===== config.mk =====
export PLATFORM = sky130hd
export DESIGN_NAME = sreg_word_fifo
export DESIGN_NICKNAME = d
export VERILOG_FILES = /design/src/rtl/sreg_pkg.sv /design/src/rtl/fifo_ptr.sv /design/src/rtl/sreg_word_fifo.sv
export SDC_FILE = /design/constraint.sdc
export NUM_CORES = 1
export LEC_CHECK = 0
export CAP_MARGIN = 5
export CORE_MARGIN = 8
export CORE_UTILIZATION = 55
export DETAILED_ROUTE_END_ITERATION = 12
export GPL_ROUTABILITY_DRIVEN = 0
export PLACE_DENSITY = 0.76
export SLEW_MARGIN = 20
export SYNTH_ARGS = -nofsm -noshare
export SYNTH_HDL_FRONTEND = slang
export SYNTH_SLANG_ARGS = --single-unit

===== constraint.sdc =====
create_clock -name clk -period 1.9 [get_ports clk]
set_input_delay 0.19 -clock clk [delete_from_list [all_inputs] [get_ports clk]]
set_output_delay 0.19 -clock clk [all_outputs]
set_load 0.02 [all_outputs]

===== src/rtl/sreg_pkg.sv =====
// Shared constants and word type for the shift-register stage and its output FIFO.
package sreg_pkg;

  localparam int SREG_WIDTH      = 4;
  localparam int SREG_FIFO_DEPTH = 8;

  typedef logic [SREG_WIDTH-1:0] sreg_word_t;

endpackage


===== src/rtl/fifo_ptr.sv =====
// Wrapping FIFO pointer: AW address bits plus one wrap bit, advanced by inc.
module fifo_ptr #(
  parameter int AW = 3
) (
  input  logic        clk,
  input  logic        reset,
  input  logic        inc,
  output logic [AW:0] ptr
);

  localparam logic [AW:0] PTR_ONE = {{AW{1'b0}}, 1'b1};

  logic [AW:0] ptr_q;
  logic [AW:0] ptr_d;

  always_comb begin
    ptr_d = ptr_q;
    if (inc) begin
      ptr_d = ptr_q + PTR_ONE;
    end
  end

  always_ff @(posedge clk) begin
    if (reset) begin
      ptr_q <= '0;
    end else begin
      ptr_q <= ptr_d;
    end
  end

  assign ptr = ptr_q;

endmodule


===== src/rtl/sreg_word_fifo.sv =====
// Synchronous word FIFO behind the shift register, with registered read and sticky error flags.
// Optional occupancy output `count` is built when SREG_WORD_FIFO_COUNT_EN is defined.
module sreg_word_fifo
  import sreg_pkg::*;
#(
  parameter int WIDTH = SREG_WIDTH,
  parameter int DEPTH = SREG_FIFO_DEPTH,
  localparam int AW   = $clog2(DEPTH)
) (
  input  logic             clk,
  input  logic             reset,
  input  logic             wr_en,
  input  logic [WIDTH-1:0] wr_data,
  output logic             full,
  input  logic             rd_en,
  output logic [WIDTH-1:0] rd_data,
  output logic             rd_valid,
  output logic             empty,
  output logic             overflow,
  output logic             underflow
`ifdef SREG_WORD_FIFO_COUNT_EN
  ,
  output logic [AW:0]      count
`endif
);

  logic [WIDTH-1:0] mem [DEPTH];

  logic [AW:0] wr_ptr;
  logic [AW:0] rd_ptr;
  logic        wr_acc;
  logic        rd_acc;

  logic [WIDTH-1:0] rd_data_q, rd_data_d;
  logic             rd_valid_q, rd_valid_d;
  logic             overflow_q, overflow_d;
  logic             underflow_q, underflow_d;

  // Flags decode only registered pointers, so no input reaches them combinationally.
  assign empty = (wr_ptr == rd_ptr);
  assign full  = (wr_ptr[AW-1:0] == rd_ptr[AW-1:0]) && (wr_ptr[AW] != rd_ptr[AW]);

  // A read frees a slot in the same cycle, so a full FIFO still takes a write alongside it.
  assign rd_acc = rd_en && !empty;
  assign wr_acc = wr_en && (!full || rd_acc);

  fifo_ptr #(.AW(AW)) u_wr_ptr (
    .clk   (clk),
    .reset (reset),
    .inc   (wr_acc),
    .ptr   (wr_ptr)
  );

  fifo_ptr #(.AW(AW)) u_rd_ptr (
    .clk   (clk),
    .reset (reset),
    .inc   (rd_acc),
    .ptr   (rd_ptr)
  );

  always_ff @(posedge clk) begin
    if (wr_acc && !reset) begin
      mem[wr_ptr[AW-1:0]] <= wr_data;
    end
  end

  always_comb begin
    rd_data_d   = rd_data_q;
    rd_valid_d  = rd_acc;
    overflow_d  = overflow_q;
    underflow_d = underflow_q;
    if (rd_acc) begin
      rd_data_d = mem[rd_ptr[AW-1:0]];
    end
    if (wr_en && !wr_acc) begin
      overflow_d = 1'b1;
    end
    if (rd_en && !rd_acc) begin
      underflow_d = 1'b1;
    end
  end

  always_ff @(posedge clk) begin
    if (reset) begin
      rd_data_q   <= '0;
      rd_valid_q  <= 1'b0;
      overflow_q  <= 1'b0;
      underflow_q <= 1'b0;
    end else begin
      rd_data_q   <= rd_data_d;
      rd_valid_q  <= rd_valid_d;
      overflow_q  <= overflow_d;
      underflow_q <= underflow_d;
    end
  end

  assign rd_data   = rd_data_q;
  assign rd_valid  = rd_valid_q;
  assign overflow  = overflow_q;
  assign underflow = underflow_q;

`ifdef SREG_WORD_FIFO_COUNT_EN
  assign count = wr_ptr - rd_ptr;
`endif

endmodule


# Yosys cells after proc, flatten, opt, wreduce, memory -nomap -nowiden
# Memories as Yosys holds them, arrays and structs flattened. A register that Yosys moved wholly into a read port is not among the register bits.
# Cells that the tools add are included.
[totals] ff_bits=11 mem_bits_rw=32 in_bits=8 n_memories=1
[mem_list] memory="mem" depth=8 width=4 read_ports=1 rd_clocked_by_memory_dff=1 write_ports=1 line="sreg_word_fifo.sv:27" rtl="logic [WIDTH-1:0] mem [DEPTH];"
[classes] addsub=2 n_eq_ne=3 n_mux=2 n_reduce_logical=12
[ops] op="$add 4x1->4 const B" n=2
[ops] op="$logic_and 1x1->1" n=6
[ops] op="$logic_not 1->1" n=5
[ops] op="$eq 4x4->1" n=1
[ops] op="$eq 3x3->1" n=1
[ops] op="$mux 1" n=2
[ops] op="$logic_or 1x1->1" n=1
[ops] op="$ne 1x1->1" n=1

# Logic depth before layout (Yosys ltp)
[logic_depth] word_depth=8 ltp_mapped=6 ltp_nobuf=5

# By module
# From an unflattened synthesis, not the netlist that was laid out.
[hier_totals] hier_cells=128 hier_area_um2=2037.0
[modules_own_cells] module="sreg_word_fifo" instances=1 cells_each=96 area_each_um2=1679.1
[modules_own_cells] module="fifo_ptr" instances=2 cells_each=16 area_each_um2=178.9

# Worst setup path before layout
# Ideal clock, no wire load.
[synth_path] path_kind="register -> register" startpoint="register u_rd_ptr.ptr_q[0], in the netlist u_rd_ptr.ptr[0]" endpoint="register underflow_q, in the netlist underflow" setup_ns=0.066 arrival_time_ns=1.672 path_slack_ns=0.161 stages_incl_launch_ff=6 n_path_buf=1 cell_sequence="dfxtp_1 -> buf_2 -> xor2_1 -> nor4_1 -> a21oi_1 -> nor2_1"
[synth_via] elab_chain_len=5
[synth_rtl] element="start: declaration" line="fifo_ptr.sv:13" rtl="logic [AW:0] ptr_q;"
[synth_rtl] element="start signal: assignment" line="fifo_ptr.sv:27" rtl="ptr_q <= ptr_d;"
[synth_rtl] element="$eq 4x4->1" line="sreg_word_fifo.sv:40" rtl="assign empty = (wr_ptr == rd_ptr);"
[synth_rtl] element="named net empty" line="sreg_word_fifo.sv:18" rtl="output logic empty,"
[synth_rtl] element="$logic_not 1->1" line="sreg_word_fifo.sv:44" rtl="assign rd_acc = rd_en && !empty;"
[synth_rtl] element="$logic_and 1x1->1" line="sreg_word_fifo.sv:44"
[synth_rtl] element="$logic_not 1->1" line="sreg_word_fifo.sv:78" rtl="if (rd_en && !rd_acc) begin"
[synth_rtl] element="$logic_and 1x1->1" line="sreg_word_fifo.sv:78"
[synth_rtl] element="end signal: assignment" line="sreg_word_fifo.sv:93" rtl="underflow_q <= underflow_d;"
[synth_rtl] element="end: declaration" line="sreg_word_fifo.sv:37" rtl="logic underflow_q, underflow_d;"
# The timed path passes the listed nets, and every way through them passes these cells.
# A chain may end at the register's enable or synchronous reset.

# Final worst setup path
[layout_path] startpoint="register u_wr_ptr.ptr_q[3], in the netlist u_wr_ptr.ptr[3]" endpoint="register u_rd_ptr.ptr_q[0], in the netlist u_rd_ptr.ptr[0]"
[layout_via] elab_chain_len=3
[layout_rtl] element="start: declaration" line="fifo_ptr.sv:13"
[layout_rtl] element="start signal: assignment" line="fifo_ptr.sv:27"
[layout_rtl] element="$eq 4x4->1" line="sreg_word_fifo.sv:40"
[layout_rtl] element="$logic_not 1->1" line="sreg_word_fifo.sv:44"
[layout_rtl] element="$logic_and 1x1->1" line="sreg_word_fifo.sv:44"
# No other way between the ends.

==> results.md <==
- Run status: finished clean
- Hold Fails Final Rpt: 0
- CTS buffer count: 5
- Vias in the first global route: 1394
- Mux cell area share after synthesis: 13.3%
- Slew Limit Headroom: 68.9%
- Initial Utilization: 57.1%
- CTS clk-pin slew, worst paths: 0.09 ns
- Clk_lat worst skew: 0.30 ns
- Antenna Nets Post-Route: 0
- CP startpoint kind: flip-flop
- FP Rows: 22
- Compound-gate portion of the synthesized area: 6.57%
- Top delay family on crit path: buffers and inverters
- Post-Syn Area: 0.00208 mm²
- Main combinational cell family by area after synthesis: multiplexers
- Final WL: 4.30 mm
- Synth Register Bits: between 40 and 50
- P_leak: 0.890 nW
- R2R depth: 7
- Die area: 0.00600 mm²
- Area occupied by multi-input gates: about 780 µm²
- Clock tree buffer depth: 2
- Number of endpoints failing setup at the final stage: 0
- Clk_skew: between 0.004 and 0.005 ns
- Asr flop ratio synth: 0%
- Number of vias per cell: 5.92
- Netlist cell types: 41
- Placed Area: 0.00235 mm²
- Port Buffer Count: 16
- First DRT Iteration DRCs: 64
- Top cell type's share of synthesized area: 46.3%
- Cell total after placement: between 200 and 250
- Cell area after layout: 0.00253 mm²
- Die H: 77.4 µm
- Num ports: 17
- Worst Path Buf+Inv: 3
- Crit Path Class: flip-flop to flip-flop
- Fill count: 267
- Aggregate global routing overflow: 0
- Drt pass-1 iters: 4
- First-pass GRT wire length: 6.96 mm
- Reg area: 0.00126 mm²
- CP Depth: 7
- Drt drc: 0
- Synth top cells by count: 32 x edfxtp_1, 15 x dfxtp_1, 15 x nor2_1
- Area Growth Syn to Fin: 21.8%
- Syn_area_per_cell: 14.1 µm²
- Synth area leaders: edfxtp_1 46%, dfxtp_1 14%, mux4_2 8.7%
- Crit-path max FO: 6
- Critical Path Source: u_wr_ptr.ptr[3]$_SDFFE_PP0P_
- Chip width: 77.4 µm
- CP required: 2.09 ns
- Syn nets: 157
- CP cell instances: xor2_2 > buf_4 > buf_4 > o41ai_4 > buf_2 > xor2_1 > nor2_1
- Adder-cell area share of the yosys netlist: 1.21%
- Core Util, Final: 69.6%
- Clock sinks: 47
- Critical path's slowest cell: o41ai_4
- Post-synthesis sequential area ratio: 60.8%
- Number of max-cap violations: 0
- CTS Root Cell: clkbuf_8
- ANT cells: 0
- Reg-to-reg slack, setup: 0.06 ns
- WP data arrival: 2.03 ns
- Post-place setup slack: 0.0387 ns
- Fin crit period: 1.84 ns
- Worst hold path class: flip-flop to flip-flop
- # hold bufs at CTS: 0
- Final period util: 96.8%
- Initial antenna violation count: 0
- CTS tree: built
- Total track usage: 14.8%
- Area leader, netlist: edfxtp_1
- Crit-path max cell delay: 0.40 ns
- Critical R2R Launch: u_wr_ptr.ptr[3]$_SDFFE_PP0P_
- Xor and xnor area share after synthesis: under 10%
- Syn Inst Count: 147
- CTS H-tree lvls: 2
- Ys Warns: 0
- CP most frequent cell: buf_4
- Reg2reg end: u_rd_ptr.ptr[0]$_SDFFE_PP0P_
- Worst setup EP type: flip-flop
- Final slew viol count: 0
- Achievable frequency: 544 MHz
- Routed WL per cell: 19.0 µm
- Share of cells above drive strength 1: 26.8%
- Final worst slack: 0.0612 ns
- CORE AREA: 0.00363 mm²
- Top-count cell post-synth: edfxtp_1
- Post-Layout Cell Count: 227
- DR vias: 1344
- Number of flops mapped to enable cells by yosys: 32
- Nets: 188
- Slew @ Worst Pin: 0.465 ns
- Post-Synth Simple-Gate Area: approximately 11%
- Worst setup endpoint: u_rd_ptr.ptr[0]$_SDFFE_PP0P_
- Hpwl dp: about 2.9 mm
- Power Density: approximately 1100 mW/mm²
- Largest net degree at the start of global routing: 25
- Worst VDD drop: 0.681 mV
- Design Power: 2.65 mW
- Ys flop type: edfxtp_1
==> how the worst min path moves through the flow <==
stage | startpoint | to | slack [ns] | cells after the start
floorplan | wr_data[0] | mem[0][0]$_DFFE_PP_ | 0.29 | 0
detailed placement | overflow$_SDFFE_PP0P_ | overflow$_SDFFE_PP0P_ | 0.47 | 2
CTS | overflow$_SDFFE_PP0P_ | overflow$_SDFFE_PP0P_ | 0.49 | 2
global route | rd_data[3]$_SDFFE_PP0P_ | rd_data[3]$_SDFFE_PP0P_ | 0.54 | 2
global placement | overflow$_SDFFE_PP0P_ | overflow$_SDFFE_PP0P_ | 0.45 | 2
finish | overflow$_SDFFE_PP0P_ | overflow$_SDFFE_PP0P_ | 0.49 | 2
==> sequential cells by signal (all words and copies together), names as in the netlist <==
name / flops
mem: 32
rd_data: 4
u_rd_ptr.ptr: 4
u_wr_ptr.ptr: 4
overflow: 1
rd_valid: 1
underflow: 1
==> power breakdown <==
part / leakage, nW / switching [mW] / internal [mW] / total [mW]
registers: 0.413 / 0.0532 / 1.16 / 1.21
logic: 0.422 / 0.364 / 0.345 / 0.709
clock network: 0.0548 / 0.335 / 0.396 / 0.731
==> cell type report <==
class	count	area share, %
clock buffer	5	2.72
clock inverter	3	1.83
inverter	4	0.594
multi-input combinational	86	30.8
sequential	47	50.0
tap	48	2.38
timing repair buffer	34	11.6
==> kinds of logic (layout without fill, tap and decap cells) <==
kind of cell,Yosys count,after routing
multiplexers,17,17
XOR/XNOR,8,8
flip-flops,47,47
adder cells (fa/ha/maj),2,2
AND/OR/NAND/NOR,41,41
AO/OA/AOI/OAI,18,18
buffers and inverters,14,46
==> tightest hold or removal path, delay by kind of cell, from the launching register on <==
family          cells  cell delay, ns
simple gates        1            0.07
flops               1            0.34
compound gates      1            0.04
==> cell usage in the layout, fill, tap and decap left out, types with 3 or more instances in the layout <==
cell             netlist  layout
edfxtp_1              32      32
nor2_1                15      15
buf_4                  1      15
clkdlybuf4s50_1        0      14
dfxtp_1               15      13
mux4_2                 8       8
mux2i_1                5       5
clkbuf_8               0       5
inv_1                  4       4
xor2_1                 4       4
nand2_1                4       4
mux2_2                 4       4
nor3_1                 3       3
a31oi_1                3       3
a21oi_1                3       3
==> repair_timing <==
| item | 4_1_cts | 5_1_grt |
|---|---|---|
| setup endpoints to repair | 2 | 9 |
| setup buffers | 2 | 1 |
| pin swaps | 1 | 0 |
| gates cloned | 0 | 1 |
| gates resized for setup | 7 | 7 |
==> routing by layer <==
| metal | vias up | routed length [µm] | global-route usage [%] |
|---|---|---|---|
| li1 | 624 | - | - |
| met1 | 665 | 1740 | 17.4 |
| met2 | 42 | 2200 | 24.4 |
| met3 | 13 | 232 | 3.80 |
| met4 | 0 | 126 | 7.74 |
| met5 | - | 0 | 0 |
==> through the flow <==
| stage | hold WS (ns) | TNS, ns |
|---|---|---|
| 2_1_floorplan | 0.289 | 0 |
| 6_report | 0.487 | 0 |
| 3_5_place_dp | 0.470 | 0 |
| 4_1_cts | 0.490 | 0 |
| 3_3_place_gp | 0.453 | 0 |
| 5_1_grt | 0.536 | -0.0446 |
(Power assumes the default switching activity.)
==> RTL change 1, RTL diff (same flow settings) <==
Add a define of `SREG_WORD_FIFO_COUNT_EN`.
--- a/src/rtl/sreg_word_fifo.sv
+++ b/src/rtl/sreg_word_fifo.sv
@@ -1,5 +1,7 @@
 // Synchronous word FIFO behind the shift register, with registered read and sticky error flags.
 // Optional occupancy output `count` is built when SREG_WORD_FIFO_COUNT_EN is defined.
+`define SREG_WORD_FIFO_COUNT_EN
+
 module sreg_word_fifo
   import sreg_pkg::*;
 #(
Behaviour (old outputs only; new: count): unchanged (equiv_simple and equiv_induct, registers matched by name and starting in step).
==> RTL change 1 against the unedited design <==
- design area up 1.1%
- synthesized area down 2.9%
- wire length down 14%
- power down 10%
- maximum frequency up 0.60%
- setup slack better by 0.011 ns
- sequential power down 3%
- sequential cell count unchanged
- critical endpoint is now mem[0][0]
==> RTL change 1: results (changes against the unedited design) <==
Status
  – Outcome: finished, final reports clean

Global routing
  – Largest net degree at the start of global routing: 16 (-36%)
  – Vias in the first global route: 1280 (-8.2%)
  – Global Route Usage Sum: 12.98% (-1.8 points)
  – First-pass GRT wire length: 6113 um (-12%)

Critical path
  – Critical path origin: u_rd_ptr.ptr[1]
  – WP data arrival: 1.84 ns (-0.19 ns)
  – Reg2Reg Depth: 8 (+1)
  – Delay of the slowest cell on the worst path: 0.34 ns (-0.06 ns)
  – Worst setup path end: mem[0][0]
  – Crit Reg-Reg Endpoint: mem[0][0]
  – Crit-path slowest cell: dfxtp_2
  – Critical-path maximum fanout: 13 (+7)

Place
  – Pre-CTS setup slack: -0.07158 ns (-0.1102 ns)
  – Detailed-placement wirelength estimate: 2809 um (-2.7%)
  – Port-buffer cells: 20 (+4)
  – Placed instance area: 2457 sq um (+4.6%)

Logic synthesis
  – Sequential share of the synthesized area: 62.57% (+1.8 points)
  – Async SR Flop Fraction: 0% (unchanged)
  – Most common library cells after synthesis: 32 x edfxtp_1, 15 x dfxtp_1, 14 x nor2_1
  – Net Count, Synth: 153 (-2.5%)
  – Library cells used by synthesis: 32 (-22%)
  – Synth area leaders: edfxtp_1 48%, dfxtp_1 15%, mux4_2 8.9%

STA
  – Clk_skew: 0.006885 ns (+0.002117 ns)
  – Setup ws final: 0.07214 ns (+0.01096 ns)
  – Final hold slack: 0.4781 ns (-0.008467 ns)
  – Relative slew slack: 76.76% (+7.9 points)

Power
  – Leak: 0.9127 nW (+2.6%)
  – Max VDD drop: 0.0005854 V (-14%)

Drt
  – Wire per inst: 16.24 um (-14%)
  – Drt via density: 5.332 (-9.9%)
  – DRT Pass-1 Iters: 4 (unchanged)
  – DRT iter0 DRCs: 32 (-50%)

Layout
  – Share of layout cells above drive strength 1: 31.49% (+4.7 points)
  – NumNets Final: 194 (+3.2%)
  – # diodes: 0 (unchanged)

Clock tree
  – Clock buffer depth: 2 (unchanged)
-- RTL change 1: cell types whose count changed in the layout (fill, tap and decap cells not counted), moves of 3 or more --
cell	unedited run	this run
xnor2_1	1	5
nor3_2	0	6
a211oi_1	1	4
a31oi_1	3	0
inv_1	4	8
buf_4	15	19
mux2_2	4	0
-- RTL change 1: routing by layer --
layer | routed length [um] | track usage [%] | vias to the layer above
met2 | 1915 | 22.02 | 24
met1 | 1597 | 15.36 | 595
met5 | 0 | 0 | -
met3 | 150 | 3.774 | 6
met4 | 55 | 4.231 | 0
li1 | - | - | 596
-- RTL change 1: worst min path at each step --
stage	start	to	cells past startpoint
after floorplan	reset	rd_valid	1
after global placement	underflow	underflow	2
after detailed placement	overflow	overflow	2
after CTS	overflow	overflow	2
after global routing	underflow	underflow	2
final	overflow	overflow	2
-- RTL change 1: area by class of cell --
class | instances | area [sq um]
Sequential cell | 47 | 1264
Timing Repair Buffer | 40 | 344.1
Fill cell | 242 | 1051
Inverter | 8 | 30.03
Clock inverter | 2 | 13.76
Multi-Input combinational cell | 78 | 770.7
Clock buffer | 6 | 72.57
Tap cell | 48 | 60.06
-- RTL change 1: kinds of logic after synthesis --
kind of cell / synth area share (%)
xor+xnor: 3.849
mux: 12.41
buf+inv: 3.538
flops: 62.57
compound gates: 5.090
fa+ha+maj: 4.097
simple gates: 8.442
-- RTL change 1: stage by stage --
stage | TNS [ns] | instances
2_1_floorplan | 0 | 139
3_3_place_gp | -0.02292 | 220
3_5_place_dp | -0.08822 | 220
4_1_cts | -0.09866 | 229
5_1_grt | 0 | 229
6_report | 0 | 229
-- RTL change 1: report_power, final --
group          switching (mW)  internal, mW  leakage (nW)  total (mW)
Clock                   0.317         0.260        0.0452       0.576
Sequential             0.0243          1.14         0.412        1.17
Combinational           0.347         0.291         0.455       0.637
Total                   0.687          1.69         0.913        2.38
-- RTL change 1: worst min-delay path: stages (launching register included) --
cell,delay [ns]
dfxtp_1,0.34
a21oi_1,0.04
nor2_1,0.07
-- RTL change 1: repair_timing --
item | CTS | global route
hold buffers | 0 | 0
setup buffers | 1 | 0
pin swaps | 1 | 0
setup endpoints to repair | 10 | 13
gates resized for setup | 12 | 8
cloned | 0 | 0
==> RTL change 2, RTL diff (config.mk and constraints unchanged) <==
Without the edit above. Reset style: asynchronous (`reset`), changed in 2 clocked blocks.
--- a/src/rtl/fifo_ptr.sv
+++ b/src/rtl/fifo_ptr.sv
@@ -20,7 +20,7 @@
     end
   end
 
-  always_ff @(posedge clk) begin
+  always_ff @(posedge clk or posedge reset) begin
     if (reset) begin
       ptr_q <= '0;
     end else begin
--- a/src/rtl/sreg_word_fifo.sv
+++ b/src/rtl/sreg_word_fifo.sv
@@ -80,7 +80,7 @@
     end
   end
 
-  always_ff @(posedge clk) begin
+  always_ff @(posedge clk or posedge reset) begin
     if (reset) begin
       rd_data_q   <= '0;
       rd_valid_q  <= 1'b0;
Formal check against the unedited RTL: differs if reset is asserted again (counterexample within 4 cycles, from zero or initial values and one cycle with reset high); with reset held inactive, the same outputs for 10 cycles.
==> RTL change 2 against the unedited design <==
- design area fell by 8.5%
- global-route usage fell by 1.5 points
- hold slack got worse by 0.21 ns
- sequential cell count did not move
- synthesized area decreased by 4.8%
- core utilization down 1.3 points
- wire length shrank 17%
- final cell count shrank 12%
- setup slack better by 0.10 ns
- largest cell class unchanged
- highest routed layer unchanged
Power is not compared: it rests on default switching activity, and its combinational part moved more than twofold at a synthesized area within 25%.
==> RTL change 2: results (changes against the unedited design) <==
Status
  – Outcome: finished, final reports clean

Place
  – Port-buffer cells: 16 (unchanged)
  – Detailed-placement wirelength estimate: 2647 um (-8.3%)
  – Pre-CTS setup slack: 0.04417 ns (+0.005508 ns)

Logic synthesis
  – Async SR Flop Fraction: 31.91% (+32 points)
  – EDFF count, synth: 32 (unchanged)
  – Syn. warnings: 0 (unchanged)
  – Library cells used by synthesis: 28 (-32%)
  – Net Count, Synth: 131 (-17%)
  – Most common library cells after synthesis: 32 x edfxtp_1, 15 x dfrtp_1, 10 x nor2_1
  – Synth area leaders: edfxtp_1 49%, dfrtp_1 19%, mux4_2 9.1%
  – Sequential share of the synthesized area: 67.64% (+6.9 points)

Drt
  – Post-Route WL: 3558 um (-17%)
  – DRT Pass-1 Iters: 4 (unchanged)
  – DRT iter0 DRCs: 75 (+17%)
  – Via count: 1119 (-17%)

Power
  – Combinational power share: 43.6%
  – Max VDD drop: ~0.00065 V
  – Internal power: ~2.2 mW
  – Clk. pwr: ~0.44 mW
  – Leak: roughly 0.87 nW

Clock tree
  – CTS H-tree lvls: 2 (unchanged)
  – Clock buffer depth: 2 (unchanged)
  – Cts bufs inserted: 5 (unchanged)
  – Root Buffer: clkbuf_4
  – Setup bufs post-CTS: 0 (-2)
  – Clock Latency Late Sink: 0.37 ns (+0.07 ns)
  – Clk slew on worst S/H paths: 0.14 ns (+0.05 ns)

Global routing
  – Initial antenna violation count: 0 (unchanged)
  – First-pass GRT wire length: 5996 um (-14%)
  – Largest net degree at the start of global routing: 16 (-36%)
  – Global Route Usage Sum: 13.28% (-1.5 points)
  – Vias in the first global route: 1209 (-13%)

Layout
  – NumNets Final: 162 (-14%)
  – # diodes: 0 (unchanged)
  – Most common cell after layout, fill and taps aside: edfxtp_1
  – Largest register FFs: 32 (unchanged)
  – Share of layout cells above drive strength 1: 24.84% (-2.0 points)

Critical path
  – Crit-path slowest cell: dfrtp_1
  – WP data arrival: 1.88 ns (-0.15 ns)
  – Crit path max-delay family: flip-flops
  – Critical-path maximum fanout: 4 (-2)
  – Delay of the slowest cell on the worst path: 0.44 ns (+0.04 ns)

STA
  – Hold Vio Cnt, Final: 0 (unchanged)
  – Clk_skew: 0.02605 ns (+0.02128 ns)
  – Relative slew slack: 68.39% (-0.48 points)

Hold path
  – Hold Path Class: in -> async
[RTL change 2: metrics by stage]
step                      instance area [sq um]  instances  util (%)  hold slack [ns]  total power [mW]
after floorplan                            1976        121         -           0.1079             2.481
after global placement                     2256        191     66.56           0.4369             2.898
after detailed placement                   2256        191     66.56           0.4513             2.967
after CTS                                  2322        199     68.51           0.2673             3.426
after global routing                       2313        199     68.25           0.2942             3.607
final                                      2313        199     68.25           0.2772             3.387
[RTL change 2: routing by layer]
metal | GRT usage (%) | part of all wire [%]
met1 | 15.44 | 42
met2 | 21.68 | 51
met3 | 3.892 | 4.6
met4 | 6.863 | 1.9
met5 | 0 | 0
[RTL change 2: final cells by class]
type | instances | area, sq um
clock inverters | 3 | 15.01
fillers | 228 | 1076
repair buffers | 30 | 255.2
inverters | 5 | 18.77
flip-flops and latches | 47 | 1336
clock buffers | 5 | 37.54
well taps | 46 | 57.56
multi-input cells | 63 | 593.1
[RTL change 2: worst paths after layout]
path                                  from               to  slack (ns)  cells after the start
setup / recovery           u_rd_ptr.ptr[1]        mem[5][3]        0.16                      5
hold / removal                       reset       rd_data[3]        0.28                      3
setup reg to reg           u_rd_ptr.ptr[1]        mem[5][3]        0.16                      5
hold reg to reg                  underflow        underflow        0.48                      1
max in group asynchronous            reset  u_wr_ptr.ptr[0]        1.42                      3
min in group clk                 underflow        underflow        0.48                      1
[RTL change 2: cell families after synthesis]
logic type | share of synthesized area, %
multiplexers | 12.29
adder cells (fa/ha/maj) | 1.266
AND/OR/NAND/NOR | 6.017
flip-flops | 67.64
buffers and inverters | 3.103
AO/OA/AOI/OAI | 4.053
XOR/XNOR | 5.637
[RTL change 2: repair_timing]
item                                    in CTS  in global routing
gates resized for setup                      5                  3
endpoints found under the setup margin       2                  2
gates cloned                                 0                  0
